[src/rtl/button_pkg.sv]
// Shared constants and configuration helpers for the push-button debouncer bank.
package button_pkg;

    localparam int unsigned BUTTON_COUNTER_SIZE  = 32'd8;
    localparam int unsigned BUTTON_COUNTER_VALUE = 32'd255;
    localparam int unsigned BUTTON_COUNT         = 32'd8;

    // True when the terminal count is non-zero and representable in a counter of the given width.
    function automatic bit counter_value_fits(input int unsigned size, input int unsigned value);
        longint unsigned max_value;
        max_value = (64'd1 << size) - 64'd1;
        return (value >= 32'd1) && (64'(value) <= max_value);
    endfunction

endpackage

[src/rtl/debounce_channel.sv]
// One debouncer channel: two-flop synchroniser, stability counter, debounced level,
// press/release pulses and a sticky press flag with a clear strobe.
module debounce_channel
    import button_pkg::*;
#(
    parameter int unsigned COUNTER_SIZE  = BUTTON_COUNTER_SIZE,
    parameter int unsigned COUNTER_VALUE = BUTTON_COUNTER_VALUE
) (
    input  logic clk,
    input  logic reset,
    input  logic button_in,
    input  logic latch_clear,
    output logic state,
    output logic pressed,
    output logic released,
    output logic latched
);

    localparam logic [COUNTER_SIZE-1:0] TERMINAL_COUNT = COUNTER_SIZE'(COUNTER_VALUE);
    localparam logic [COUNTER_SIZE-1:0] COUNT_ONE      = COUNTER_SIZE'(32'd1);
    localparam logic [COUNTER_SIZE-1:0] COUNT_ZERO     = COUNTER_SIZE'(32'd0);

    logic                    sync1_q, sync1_d;
    logic                    sync2_q, sync2_d;
    logic [COUNTER_SIZE-1:0] count_q, count_d;
    logic                    state_q, state_d;
    logic                    pressed_q, pressed_d;
    logic                    released_q, released_d;
    logic                    latched_q, latched_d;
    logic                    mismatch_s;
    logic                    accept_s;

    // Next-state logic: the counter only advances while the synchronised input disagrees
    // with the debounced level, so any single agreeing sample restarts the count.
    always_comb begin
        sync1_d    = button_in;
        sync2_d    = sync1_q;
        count_d    = count_q;
        state_d    = state_q;
        accept_s   = 1'b0;
        mismatch_s = (sync2_q != state_q);

        if (!mismatch_s) begin
            count_d = COUNT_ZERO;
        end else if (count_q == TERMINAL_COUNT) begin
            count_d  = COUNT_ZERO;
            state_d  = sync2_q;
            accept_s = 1'b1;
        end else begin
            count_d = count_q + COUNT_ONE;
        end

        pressed_d  = accept_s & sync2_q;
        released_d = accept_s & ~sync2_q;

        // A press wins over a simultaneous clear so no press is ever lost.
        if (pressed_d) begin
            latched_d = 1'b1;
        end else if (latch_clear) begin
            latched_d = 1'b0;
        end else begin
            latched_d = latched_q;
        end
    end

    // State registers with synchronous reset that discards any partially counted transition.
    always_ff @(posedge clk) begin
        if (reset) begin
            sync1_q    <= 1'b0;
            sync2_q    <= 1'b0;
            count_q    <= COUNT_ZERO;
            state_q    <= 1'b0;
            pressed_q  <= 1'b0;
            released_q <= 1'b0;
            latched_q  <= 1'b0;
        end else begin
            sync1_q    <= sync1_d;
            sync2_q    <= sync2_d;
            count_q    <= count_d;
            state_q    <= state_d;
            pressed_q  <= pressed_d;
            released_q <= released_d;
            latched_q  <= latched_d;
        end
    end

    assign state    = state_q;
    assign pressed  = pressed_q;
    assign released = released_q;
    assign latched  = latched_q;

endmodule

[src/rtl/button_bank.sv]
// Bank of independent push-button debouncers with a registered "any flag set" summary.
module button_bank
    import button_pkg::*;
#(
    parameter int unsigned NUM_BUTTONS   = BUTTON_COUNT,
    parameter int unsigned COUNTER_SIZE  = BUTTON_COUNTER_SIZE,
    parameter int unsigned COUNTER_VALUE = BUTTON_COUNTER_VALUE
) (
    input  logic                   clk,
    input  logic                   reset,
    input  logic [NUM_BUTTONS-1:0] buttons_in,
    input  logic [NUM_BUTTONS-1:0] latch_clear,
    output logic [NUM_BUTTONS-1:0] buttons_state,
    output logic [NUM_BUTTONS-1:0] pressed,
    output logic [NUM_BUTTONS-1:0] released,
    output logic [NUM_BUTTONS-1:0] latched,
    output logic                   any_latched
);

    if (!counter_value_fits(COUNTER_SIZE, COUNTER_VALUE)) begin : g_bad_cfg
        $error("button_bank: COUNTER_VALUE must be in 1 .. 2**COUNTER_SIZE-1");
    end

    logic [NUM_BUTTONS-1:0] latched_s;
    logic                   any_latched_q, any_latched_d;

    for (genvar i = 0; i < NUM_BUTTONS; i++) begin : g_channel
        debounce_channel #(
            .COUNTER_SIZE  (COUNTER_SIZE),
            .COUNTER_VALUE (COUNTER_VALUE)
        ) u_channel (
            .clk         (clk),
            .reset       (reset),
            .button_in   (buttons_in[i]),
            .latch_clear (latch_clear[i]),
            .state       (buttons_state[i]),
            .pressed     (pressed[i]),
            .released    (released[i]),
            .latched     (latched_s[i])
        );
    end

    // Summary flag input: OR of all sticky flags, sampled one cycle later.
    always_comb begin
        if (|latched_s) begin
            any_latched_d = 1'b1;
        end else begin
            any_latched_d = 1'b0;
        end
    end

    // Summary flag register.
    always_ff @(posedge clk) begin
        if (reset) begin
            any_latched_q <= 1'b0;
        end else begin
            any_latched_q <= any_latched_d;
        end
    end

    assign latched     = latched_s;
    assign any_latched = any_latched_q;

endmodule

[config.mk]
export PLATFORM = sky130hd
export DESIGN_NAME = button_bank
export DESIGN_NICKNAME = d
export VERILOG_FILES = /design/src/rtl/button_pkg.sv /design/src/rtl/debounce_channel.sv /design/src/rtl/button_bank.sv
export SDC_FILE = /design/constraint.sdc
export NUM_CORES = 1
export LEC_CHECK = 0
export BUFFER_PORTS_ARGS = -buffer_cell sky130_fd_sc_hd__buf_2
export CAP_MARGIN = 20
export CORE_MARGIN = 8
export CORE_UTILIZATION = 58
export CTS_CLUSTER_SIZE = 40
export DETAILED_ROUTE_END_ITERATION = 16
export GPL_TIMING_DRIVEN = 0
export PLACE_DENSITY_LB_ADDON = 0.3
export SLEW_MARGIN = 0
export SYNTH_ARGS = -nofsm -noshare
export SYNTH_HDL_FRONTEND = slang
export SYNTH_SLANG_ARGS = --single-unit
[constraint.sdc]
create_clock -name clk -period 1.56 [get_ports clk]
set_input_delay 0 -clock clk [delete_from_list [all_inputs] [get_ports clk]]
set_output_delay 0 -clock clk [all_outputs]
set_load 0.02 [all_outputs]
==> results of run 1 <==
==> final cells by class <==
cell class / count / area, sq um
Buffer: 37 / 261.5
Timing Repair Buffer: 74 / 475.5
Clock inverter: 11 / 91.34
Clock buffer: 20 / 435.4
Sequential cell: 113 / 2262
Inverter: 23 / 86.33
Tap cell: 102 / 127.6
Multi-Input combinational cell: 316 / 1932
Fill cell: 539 / 1976
==> per-layer routing <==
metal / track usage, % / up-vias
met5: 0 / -
met4: 10.55 / 0
met3: 5.514 / 24
met2: 32.06 / 70
met1: 19.39 / 1817
li1: - / 1881
==> worst min-delay path, stage by stage <==
cell and delay (ns):
buf_2 0.15, clkbuf_1 0.24, nor2b_1 0.15
==> state kept, by name (all words and copies together), names as in the netlist <==
| register | cells |
|---|---|
| g_channel.u_channel.released | 8 |
| g_channel.u_channel.state | 8 |
| g_channel.u_channel.sync2_q | 8 |
| g_channel.u_channel.sync1_q | 8 |
| g_channel.u_channel.pressed | 8 |
| any_latched | 1 |
| g_channel.u_channel.latched | 8 |
| g_channel.u_channel.count_q | 64 |
==> what timing repair did <==
item	CTS	global route
hold endpoints to repair	16	0
buffers inserted	1	5
endpoints found under the setup margin	5	40
hold buffers	18	0
resized for setup	1	5
pin swaps	1	5
==> per-stage QoR <==
stage,TNS [ns],setup WS [ns],hold slack (ns),cells,util [%]
floorplan,0,0.2230,0.1282,489,-
global placement,0,0.02505,0.2095,641,64.02
detailed placement,-0.02615,-0.01426,0.2207,641,64.02
CTS,0,0.007776,0.05146,691,73.40
global route,-0.03166,-0.03166,0.1103,696,74.17
finish,0,0.06780,0.08325,696,74.17
==> cells by family after synthesis <==
logic type / count (synthesis) / synth area share [%]
AO/OA/AOI/OAI: 81 / 11.16
XOR/XNOR: 30 / 5.816
adder cells (fa/ha/maj): 8 / 2.216
buffers and inverters: 60 / 7.699
flip-flops: 113 / 50.07
multiplexers: 1 / 0.2216
AND/OR/NAND/NOR: 196 / 22.82
==> how the worst min path moves through the flow <==
stage	cells after the start	end
2_1_floorplan	1	g_channel[0].u_channel.sync1_q$_SDFF_PP0_
3_3_place_gp	2	g_channel[6].u_channel.sync1_q$_SDFF_PP0_
3_5_place_dp	2	g_channel[4].u_channel.sync1_q$_SDFF_PP0_
4_1_cts	3	g_channel[1].u_channel.sync2_q$_SDFF_PP0_
5_1_grt	3	g_channel[2].u_channel.sync1_q$_SDFF_PP0_
6_report	3	g_channel[1].u_channel.sync2_q$_SDFF_PP0_
==> where the power goes <==
part / total (mW) / switching, mW / internal, mW / leakage (nW)
clock: 3.39 / 1.27 / 2.12 / 0.256
combinational: 0.147 / 0.0752 / 0.0714 / 1.07
sequential: 2.93 / 0.0195 / 2.91 / 0.914
==> cell usage in the layout (no fill, tap or decap), types with 10 or more instances in the layout <==
cell           count
nor2b_1           16
nand3_1           23
xnor2_1           11
nor2_1            38
o21ai_0           24
dlygate4sd3_1     18
nand4_1           10
clkbuf_16         16
dfxtp_1          113
or3_1             22
xor2_1            19
nand2_1           33
buf_4             38
buf_2             52
a21oi_1           24
inv_1             23
==> run summary, run 1 <==
Once detail routing completed, the nets flagged for antenna violations numbered 0. The count of input and output buffers was 50; the clock network latency to the later pin of the worst-skew pair was 0.51 ns. The critical path is of the reg -> reg type. For the worst voltage drop across the vdd grid, the log shows 0.0009096 V. The routability congestion estimate was 0.8218; the delay of the slowest cell on the worst path was 0.40 ns.

The layout cell share with drive strength beyond 1 is 22.05%, and the number of register bits inferred by synthesis is 113. The routed length per placed instance was 14.34 microns; the clock transition time at the flip-flop clock pins of the worst setup and hold paths was 0.05 ns. The capturing instance or port of the critical path is g_channel[7].u_channel.count_q[6]$_SDFF_PP0_. Number of cells on the critical path: 4.

The die footprint is 10870 sq um. The final total power was 6.473 mW; the share of the synthesized area in the top cell type was 50.07%. The final route contains 3792 vias. The detailed router finished its first iteration with 133 violations.

The tools report the worst slew margin relative to its limit as 59.68%. At the pin with the least slew margin, the transition time is 0.6048 ns. After detailed placement, the total cell area comes to 4896 sq um. Dividing total power by cell area gives a power density of 1141 nW/um^2.

The number of antenna diodes in the final layout is 0. The run gives 0 as the initial antenna violation count. The topmost layer with routed signal wires is met4.

For the setup clock skew after layout, the log shows 0.006802 ns. The worst setup slack for register-to-register paths was 0.07 ns; the detail-routed via count per cell was 5.448. The synthesized design contains 0 enable-type register cells.

In this run the clock root is driven by a clkbuf_8. The run finished with clean final reports. In the global route stage, overall resource usage came out at 18.45%. The worst setup path is launched from a register. The number of buffers and inverters on the critical path came out at 0. The maximum number of pins on one net before global-route repair was 17. Measured along the x axis, the die boundary spans 104.3 microns. The startpoint identified for the worst register-to-register timing path is g_channel[7].u_channel.count_q[0]$_SDFF_PP0_. The sum of routed wire segments on met1 was 4198 microns. Ranked by total cell area, the synthesized netlist is headed by dfxtp_1, buf_4, xor2_1, nor2_1, or3_1. The worst flop-to-flop path endpoint is g_channel[7].u_channel.count_q[6]$_SDFF_PP0_. The endpoint type of the worst setup path is a register. The HPWL after detailed placement is 6680 microns. Worst min-delay path category: in -> reg. The number of global-route vias before repair is 3735. After routing the design area is 5672 sq um. The run gives 9982 microns as the final wirelength.

The clock sink total was 113. In this run the static leakage power is 2.236 nW. The number of endpoints with negative hold slack in the final report came out at 0. The synthesized design spends more area on one cell type than any other, namely dfxtp_1. In this run the worst setup path begins at g_channel[7].u_channel.count_q[0]$_SDFF_PP0_.

The critical path goes through ha_1 -> nand4_1 -> or3_1 -> a21oi_1. The commonest cells after synthesis are dfxtp_1, nor2_1, nand2_1. Met3 wirelength from detailed routing: 400 microns. Library cell contributing the largest single delay on the critical path: or3_1.

The logs give 0 for the final max-slew violation count and 489 for the synthesized netlist cell count. For the data arrival at the endpoint of the critical path, the log shows 1.92 ns. The area growth from synthesis to layout is 25.53%. In the post-synthesis netlist, the cell with the most instances is dfxtp_1. The startpoint identified for the worst hold timing path is reset. The global-route wire length before repair is 16490 microns, and the cell area after synthesis is 4518 sq um. Timing would allow up to 670.2 MHz. For this run, the detailed router's first-pass iteration total came to 4. TritonCTS built the clock tree.

The routed design uses 5162 microns of met2 wire. For this run, the leading register cell type out of synthesis is dfxtp_1. The H-tree was split into 4 levels. The core region is 7647 sq um.

The share of async-settable or async-resettable flops after synthesis is 0%, and the floorplan row count is 32. The cell count of the worst reg-to-reg path is 4. The family with the most delay on the worst path was simple AND/OR/NAND/NOR gates.

After synthesis, the netlist uses 42 different library cells. A synthesized cell averages 9.239 sq um. After detailed routing, the number of remaining DRC violations is 0. During I/O placement, the number of pins put on the boundary was 51.

Setup violations remaining at the end of the flow were counted as 0. The die extent in y came out at 104.3 microns. The number of clock buffers added by TritonCTS is 17.

The maximum root-to-sink buffer count is 2, and the synthesized netlist net count is 515. Max-cap violations in this run came to 0. The final critical path time including I/O delays and setup came out at 1.492 ns. For this run, the number of Yosys warnings is 0.

The logs give 1.99 ns for the endpoint required time on the critical path and 50.07% for the portion of the post-synthesis area used by sequential elements. In the final design database the tool counted 608 nets. Along the worst path, the maximum fanout reaches 6. The tools report the starting density of the core as 59.08%. Dividing the final minimum period by the clock period gives 95.65%. Overall overflow remaining after global route: 0.
Power figures use the tool's default switching activity.
==> run 2: changes to the inputs <==
--- a/config.mk
+++ b/config.mk
@@ -8,7 +8,7 @@
 export BUFFER_PORTS_ARGS = -buffer_cell sky130_fd_sc_hd__buf_2
 export CAP_MARGIN = 20
 export CORE_MARGIN = 8
-export CORE_UTILIZATION = 58
+export CORE_UTILIZATION = 52
 export CTS_CLUSTER_SIZE = 40
 export DETAILED_ROUTE_END_ITERATION = 16
 export GPL_TIMING_DRIVEN = 0
==> constraint.sdc (replaced) <==
create_clock -name clk -period 1.2 [get_ports clk]
set_input_delay 0 -clock clk [delete_from_list [all_inputs] [get_ports clk]]
set_output_delay 0 -clock clk [all_outputs]
set_load 0.02 [all_outputs]
==> run 2 against run 1 <==
Against the previous run: final cell count up 7.2%; final area up 18%; the flow now finishes with violations (hold timing, setup timing); largest cell class is now multi-input combinational cells; routed wire length up 31%; sequential cell count unchanged.
==> run summary, run 2 (synthesis results as in run 1) <==
The flow ran to the end, but the final reports show violations. The checks that failed: hold timing, setup timing. In this run the clock root is driven by a clkbuf_8.

In the final routed layout, each cell accounts on average for 17.53 microns. The number of buffers and inverters on the critical path was 1. Entering global routing, the biggest net connects 17 pins. The family with the most delay on the worst path is simple AND/OR/NAND/NOR gates. The number of endpoints with negative hold slack in the final report was 2; the global-route wire length before repair was 17890 microns. In this run the power density over the cells is 1363 nW/um^2. The die footprint is 11930 sq um, and the final max-slew violation count is 0.

The filler-free cell count of the finished design was 746. The net count of the finished layout is 651. In this run the count of I/O pins placed on the die edge is 51. The post-route netlist has 48.43% of its cells at a drive strength greater than 1. At the placement stage, the worst setup path has a slack of -0.3660 ns. TritonCTS built the clock tree. The startpoint identified for the worst hold timing path is reset. For this block, the via count after detailed routing is 4161. The initial antenna violation count is 0, and the flip-flop count of the largest register, all copies and words added is 64. After detailed routing, the number of vias per cell comes to 5.578.

The worst path setup slack after routing came out at -0.1984 ns. Traced cell by cell, the critical path runs through ha_4 -> nand4_1 -> buf_6 -> or3_1 -> a21oi_1. The critical path is of the reg -> reg type.

The tools report the overall overflow remaining after global route as 0. Setup repair after global routing could not meet its margin everywhere. At the worst endpoint, the required time is 1.63 ns.

In this run the critical register-to-register path is captured at g_channel[5].u_channel.state$_SDFFE_PP0P_. The count of routing violations after the opening detailed-route iteration was 221. The setup clock skew after layout is 0.009005 ns.

After clock tree synthesis, the clock-pin slew on the worst setup and hold paths is 0.06 ns. The final wirelength was 13080 microns. The final critical path time including I/O delays and setup was 1.398 ns.

The repair_antennas step left the layout with diodes totalling 0. The first detailed-routing pass took 5 iterations. The sequential cell area came out at 2405 sq um. The most common library cell in the layout ignoring fill and taps is buf_4.

The floorplan has 34 rows. Clock latency on the worst-skew pair, taken at its later pin, is 0.51 ns. Detailed placement finished with a half-perimeter wire length of 6573 microns. For hold timing, the worst endpoint is g_channel[2].u_channel.latched$_SDFFE_PP0P_. For this design the static power due to leakage is 2.605 nW. The largest driver fanout on the critical path is 5, and the placed standard-cell area is 5002 sq um. The tools report the startpoint of the worst register-to-register path as g_channel[5].u_channel.count_q[0]$_SDFF_PP0_.

The horizontal die dimension is 109.2 microns. STA classifies the critical path endpoint as a register. The floorplan step set the die height to 109.2 microns. The finished cells cover 6715 sq um. In the layout the commonest cells are buf_4, dfxtp_1, buf_2. The tools report the count of final setup violators as 39. Worst hold slack: -0.03619 ns. Counting the fill cells in the layout gives 512. In this run the number of H-tree levels came out at 4. In the finished design, the share of the clock period the worst path needs comes to 116.5%. STA classifies the critical path startpoint as a register. CTS saw 113 sinks. The run gives 1.83 ns as the data arrival at the endpoint of the critical path.

Once placement completed, the tool counted placed cells totaling 647. g_channel.u_channel.count_q holds more flip-flops than any other register. Summing all multi-input logic gate instances after layout gives 2417 sq um.

The final antenna-violating net count was 0; the routability congestion estimate was 0.8001. The slowest stage of the critical path is the dfxtp_4 cell. For the pin with the worst max-slew slack, the measured transition is 0.7156 ns. The signed area change from the synthesized netlist to the final layout works out to 48.63%. The cell count of the worst reg-to-reg path works out to 5. Delay of the slowest cell on the worst path: 0.36 ns. VDD sags by at most 0.001054 V. In the global route stage, overall resource usage came out at 19.01%. TritonCTS created 17 clock buffers. In the routed design, unresolved DRC markers number 0.

The final total power was 9.155 mW; the total negative slack was -3.203 ns. Buffers placed on the I/O ports in this run total 50. The clock passes through at most 2 buffers. The path class of the tightest hold or removal check is in -> reg.

For this configuration, the core starts out at a cell density of 52.58%. The run gives 3837 as the number of global-route vias before repair. The floorplan step defined a core boundary enclosing 8593 sq um. The count of cells along the worst hold path came out at 3.

The worst slew margin relative to its limit is 52.30%. Static timing analysis puts the maximum clock frequency at 715.1 MHz. The tool flagged a number of max-cap violations equal to 0. The setup check on the worst reg-to-reg path leaves a slack of -0.20 ns. For the count of hold buffers inserted by post-cts repair, the log shows 16.
==> run 2: repair_timing <==
item	CTS	global route
resized for setup	65	106
endpoints found under the hold margin	16	2
cloned	1	2
pin swaps	31	39
setup endpoints to repair	76	88
buffers inserted	30	19
==> run 2: area by class of cell <==
cell class                 instances  area share (%)
multi-input combinational        318           36.00
sequential                       113           35.81
timing repair buffer             115           11.87
clock buffer                      22           7.192
buffer                            37           3.894
tap                              108           2.012
clock inverter                    10           1.938
inverter                          23           1.286
==> run 2: how the worst max path moves through the flow <==
| stage | startpoint | to | slack (ns) | depth (start not counted) |
|---|---|---|---|---|
| 2_1_floorplan | g_channel[5].u_channel.count_q[1]$_SDFF_PP0_ | g_channel[5].u_channel.state$_SDFFE_PP0P_ | -0.08 | 4 |
| 3_5_place_dp | g_channel[5].u_channel.count_q[0]$_SDFF_PP0_ | g_channel[5].u_channel.count_q[0]$_SDFF_PP0_ | -0.37 | 4 |
| 4_1_cts | g_channel[5].u_channel.count_q[0]$_SDFF_PP0_ | g_channel[5].u_channel.state$_SDFFE_PP0P_ | -0.14 | 5 |
| 5_1_grt | g_channel[5].u_channel.count_q[0]$_SDFF_PP0_ | g_channel[5].u_channel.state$_SDFFE_PP0P_ | -0.25 | 5 |
| 3_3_place_gp | g_channel[5].u_channel.count_q[0]$_SDFF_PP0_ | g_channel[5].u_channel.count_q[5]$_SDFF_PP0_ | -0.23 | 4 |
| 6_report | g_channel[5].u_channel.count_q[0]$_SDFF_PP0_ | g_channel[5].u_channel.state$_SDFFE_PP0P_ | -0.20 | 5 |
==> run 2: metal layers <==
layer / routed length [microns] / vias up / share of wire [%] / GRT usage, %
met4: 357 / 0 / 2.7 / 8.004
li1: - / 1960 / - / -
met5: 0 / - / 0 / 0
met3: 740 / 40 / 5.7 / 5.615
met2: 6819 / 139 / 52 / 32.63
met1: 5163 / 2022 / 39 / 21.57
==> run 2: worst min-delay path, delay by kind of cell <==
kind	cells	cell delay (ns)
AOI/OAI and AO/OA	1	0.19
and+or+nand+nor	1	0.08
buffers and inverters	1	0.16
==> run 2: report_power, final <==
part | internal [mW] | switching (mW) | leakage [nW] | total (mW)
registers | 3.73 | 0.0357 | 0.952 | 3.77
clock network | 3.42 | 1.73 | 0.303 | 5.15
logic | 0.108 | 0.130 | 1.35 | 0.239
==> run 2: metrics by stage <==
| step | hold WS [ns] | util (%) |
|---|---|---|
| after detailed placement | 0.2126 | 58.21 |
| after global placement | 0.2112 | 58.21 |
| after CTS | -0.05720 | 72.36 |
| after floorplan | 0.1282 | - |
| final | -0.03619 | 78.15 |
| after global routing | -0.05017 | 78.15 |
==> run 3: changes to the inputs <==
--- a/config.mk
+++ b/config.mk
@@ -8,12 +8,12 @@
 export BUFFER_PORTS_ARGS = -buffer_cell sky130_fd_sc_hd__buf_2
 export CAP_MARGIN = 20
 export CORE_MARGIN = 8
-export CORE_UTILIZATION = 52
+export CORE_UTILIZATION = 58
 export CTS_CLUSTER_SIZE = 40
 export DETAILED_ROUTE_END_ITERATION = 16
 export GPL_TIMING_DRIVEN = 0
 export PLACE_DENSITY_LB_ADDON = 0.3
-export SLEW_MARGIN = 0
+export SLEW_MARGIN = 10
 export SYNTH_ARGS = -nofsm -noshare
 export SYNTH_HDL_FRONTEND = slang
 export SYNTH_SLANG_ARGS = --single-unit
==> constraint.sdc (replaced) <==
create_clock -name clk -period 1.35 [get_ports clk]
set_input_delay 0 -clock clk [delete_from_list [all_inputs] [get_ports clk]]
set_output_delay 0 -clock clk [all_outputs]
set_load 0.02 [all_outputs]
==> run 3 against run 2 <==
Against the previous run: the run ends with setup timing left; via count fell by 6.4%; clock skew fell by 0.0039 ns; routed wire length fell by 18%; die area fell by 8.9%; worst setup slack improved by 0.17 ns.
==> run summary, run 3 (synthesis results as in run 1) <==
For this configuration, the core starts out at a cell density of 59.08%. The worst setup path is launched from a register. For the endpoint required time on the critical path, the log shows 1.78 ns.

The most common library cell in the layout ignoring fill and taps is dfxtp_1. The horizontal die dimension came out at 104.3 microns. The final wirelength was 10710 microns; the number of global-route vias before repair was 3881.

The family with the most delay on the worst path was simple AND/OR/NAND/NOR gates. The routed length per placed instance works out to 15.06 microns. More flip-flops sit in one register than any other, and that register is g_channel.u_channel.count_q.

The count of final setup violators is 1, and the flip-flop count of the largest register, all copies and words added is 64. TritonCTS built the clock tree. In this run the worst setup path terminates at g_channel[6].u_channel.state$_SDFFE_PP0P_.

The library cell contributing the largest single delay on the critical path was or3_1. The placed standard-cell area came out at 4896 sq um. The tools report the worst path setup slack after routing as -0.02654 ns. The detail-routed via count per cell is 5.480, and the clock buffer count from CTS is 17. Setup repair after global routing could not meet its margin everywhere. Derived from the worst setup path, the maximum achievable clock frequency is 726.5 MHz.

For the number of endpoints with negative hold slack in the final report, the log shows 0. The endpoint type of the worst setup path was a register. In this run the critical register-to-register path is launched from g_channel[6].u_channel.count_q[0]$_SDFF_PP0_.

The worst setup slack for register-to-register paths was -0.03 ns. In the final layout, the share of cells above drive strength 1 is 30.87%. Data arrives at the worst endpoint at 1.81 ns.

The initialized floorplan defines 32 standard-cell rows. The run gives 51 as the number of top-level design ports. Of all nets on the critical path, the largest fanout is 6. Entering global routing, the biggest net connects 17 pins. Walking the worst path, the cells encountered are ha_4 -> nand4_1 -> or3_1 -> a21oi_2.

The count of input and output buffers was 50. The die covers 10870 sq um. The cell count of the worst reg-to-reg path was 4. Across the run, the number of max-cap violations was 0. The checks that failed: setup timing. The worst flop-to-flop path endpoint is g_channel[6].u_channel.state$_SDFFE_PP0P_.

The die extent in y works out to 104.3 microns. The HPWL after detailed placement is 6680 microns, and the delay of the slowest cell on the worst path is 0.44 ns. For the number of iterations in the first detailed-routing pass, the log shows 5. For the clock sink total, the log shows 113. With fillers left out, the area of the finished cells amounts to 5996 sq um. Tracing the worst setup path back leads to its startpoint at g_channel[6].u_channel.count_q[0]$_SDFF_PP0_. The first global-routing pass estimated 17220 microns of wire. Final antenna-violating net count: 0. The detailed router placed 3896 vias in this run. Across the VDD grid, the largest voltage drop is 0.0009175 V. For the pin with the worst max-slew slack, the measured transition is 0.6350 ns.

The worst setup path is of the reg -> reg kind. The total leakage power was 2.308 nW. Initial antenna violation count: 0. In the final timing run, aggregate negative setup slack is -0.02654 ns. Worst hold slack: 0.2499 ns. At the later pin of the worst-skew pair, clock insertion delay measures 0.51 ns. Clock-pin slew was measured on the worst setup and hold paths at 0.06 ns.

The filler-free cell count of the finished design came out at 711. The logs give 0 for the DRC violation count after routing and 623 for the number of nets in the layout. The first routing iteration left 171 violations.

The run finished, with violations left. The final max-slew violation count was 0; the level count of the clock H-tree was 4. The cell at the root of the clock tree is clkbuf_8. The number of antenna cells inserted came out at 0. Dividing the final minimum period by the clock period gives 102.0%. The run gives 0.005097 ns as the setup clock skew after layout. The overall overflow remaining after global route was 0. The completed layout was analyzed and its total power is 7.501 mW. The maximum root-to-sink buffer count was 2. The top cell types in the final layout, fill and taps aside, are dfxtp_1, buf_4, buf_2. The ratio of total power to cell area was 1251 nW/um^2; the total routing resource utilization after global routing was 19.33%. Cells fill 78.40% of the core in the end. At the placement stage, the worst setup path has a slack of -0.2243 ns.

Headroom to the max-slew limit came out at 57.67%. The placeable core region is 7647 sq um. The path class of the tightest hold or removal check is in -> reg.

Counting both buffers and inverters, the worst setup path holds a total of 0. Counting buffers and inverters, the worst setup path is 4 cells deep. For the finished layout, the period the worst path requires is 1.377 ns. The congestion estimate from routability-driven global placement came to 0.8218.

Including well taps, the total number of placed cells is 641. From synthesis to final layout, the design area changed by 32.71%.
run 3: final cells by class:
type,count,area (sq um)
Buffer,37,261.5
Sequential cell,113,2296
Clock buffer,20,435.4
Clock inverter,11,91.34
Timing Repair Buffer,89,589.3
Inverter,23,86.33
Tap cell,102,127.6
Fill cell,463,1652
Multi-Input combinational cell,316,2108
run 3: worst min-delay path by stage:
| stage | startpoint | end | slack [ns] | cells after the start |
|---|---|---|---|---|
| 3_5_place_dp | buttons_in[4] | g_channel[4].u_channel.sync1_q$_SDFF_PP0_ | 0.22 | 2 |
| 5_1_grt | buttons_in[4] | g_channel[4].u_channel.sync1_q$_SDFF_PP0_ | 0.26 | 3 |
| 6_report | buttons_in[4] | g_channel[4].u_channel.sync1_q$_SDFF_PP0_ | 0.25 | 3 |
| 4_1_cts | buttons_in[4] | g_channel[4].u_channel.sync1_q$_SDFF_PP0_ | 0.22 | 3 |
| 3_3_place_gp | buttons_in[6] | g_channel[6].u_channel.sync1_q$_SDFF_PP0_ | 0.21 | 2 |
| 2_1_floorplan | buttons_in[0] | g_channel[0].u_channel.sync1_q$_SDFF_PP0_ | 0.13 | 1 |
run 3: where the power goes:
part	total, mW	internal [mW]	switching (mW)
Combinational	0.182	0.0895	0.0926
Clock	3.93	2.45	1.48
Sequential	3.39	3.36	0.0260
run 3: metal layers:
metal  wire (microns)  track usage, %  up-vias  share of wire (%)
met1             4370           20.05     1874                 41
li1                 -               -     1912                  -
met3              508           5.824       18                4.7
met4              212           11.27        0                2.0
met5                0               0        -                  0
met2             5620           33.79       92                 52
run 3: worst min-delay path, delay by kind of cell:
family | cells | cell delay (ns)
simple gates | 1 | 0.11
buf+inv | 2 | 0.61
run 3: timing repair:
| item | 4_1_cts | 5_1_grt |
|---|---|---|
| gates cloned | 0 | 0 |
| setup endpoints to repair | 50 | 60 |
| hold buffers | 18 | 0 |
| endpoints found under the hold margin | 16 | 0 |
| pin swaps | 16 | 16 |
| gates resized for setup | 30 | 34 |
| buffers inserted | 15 | 7 |
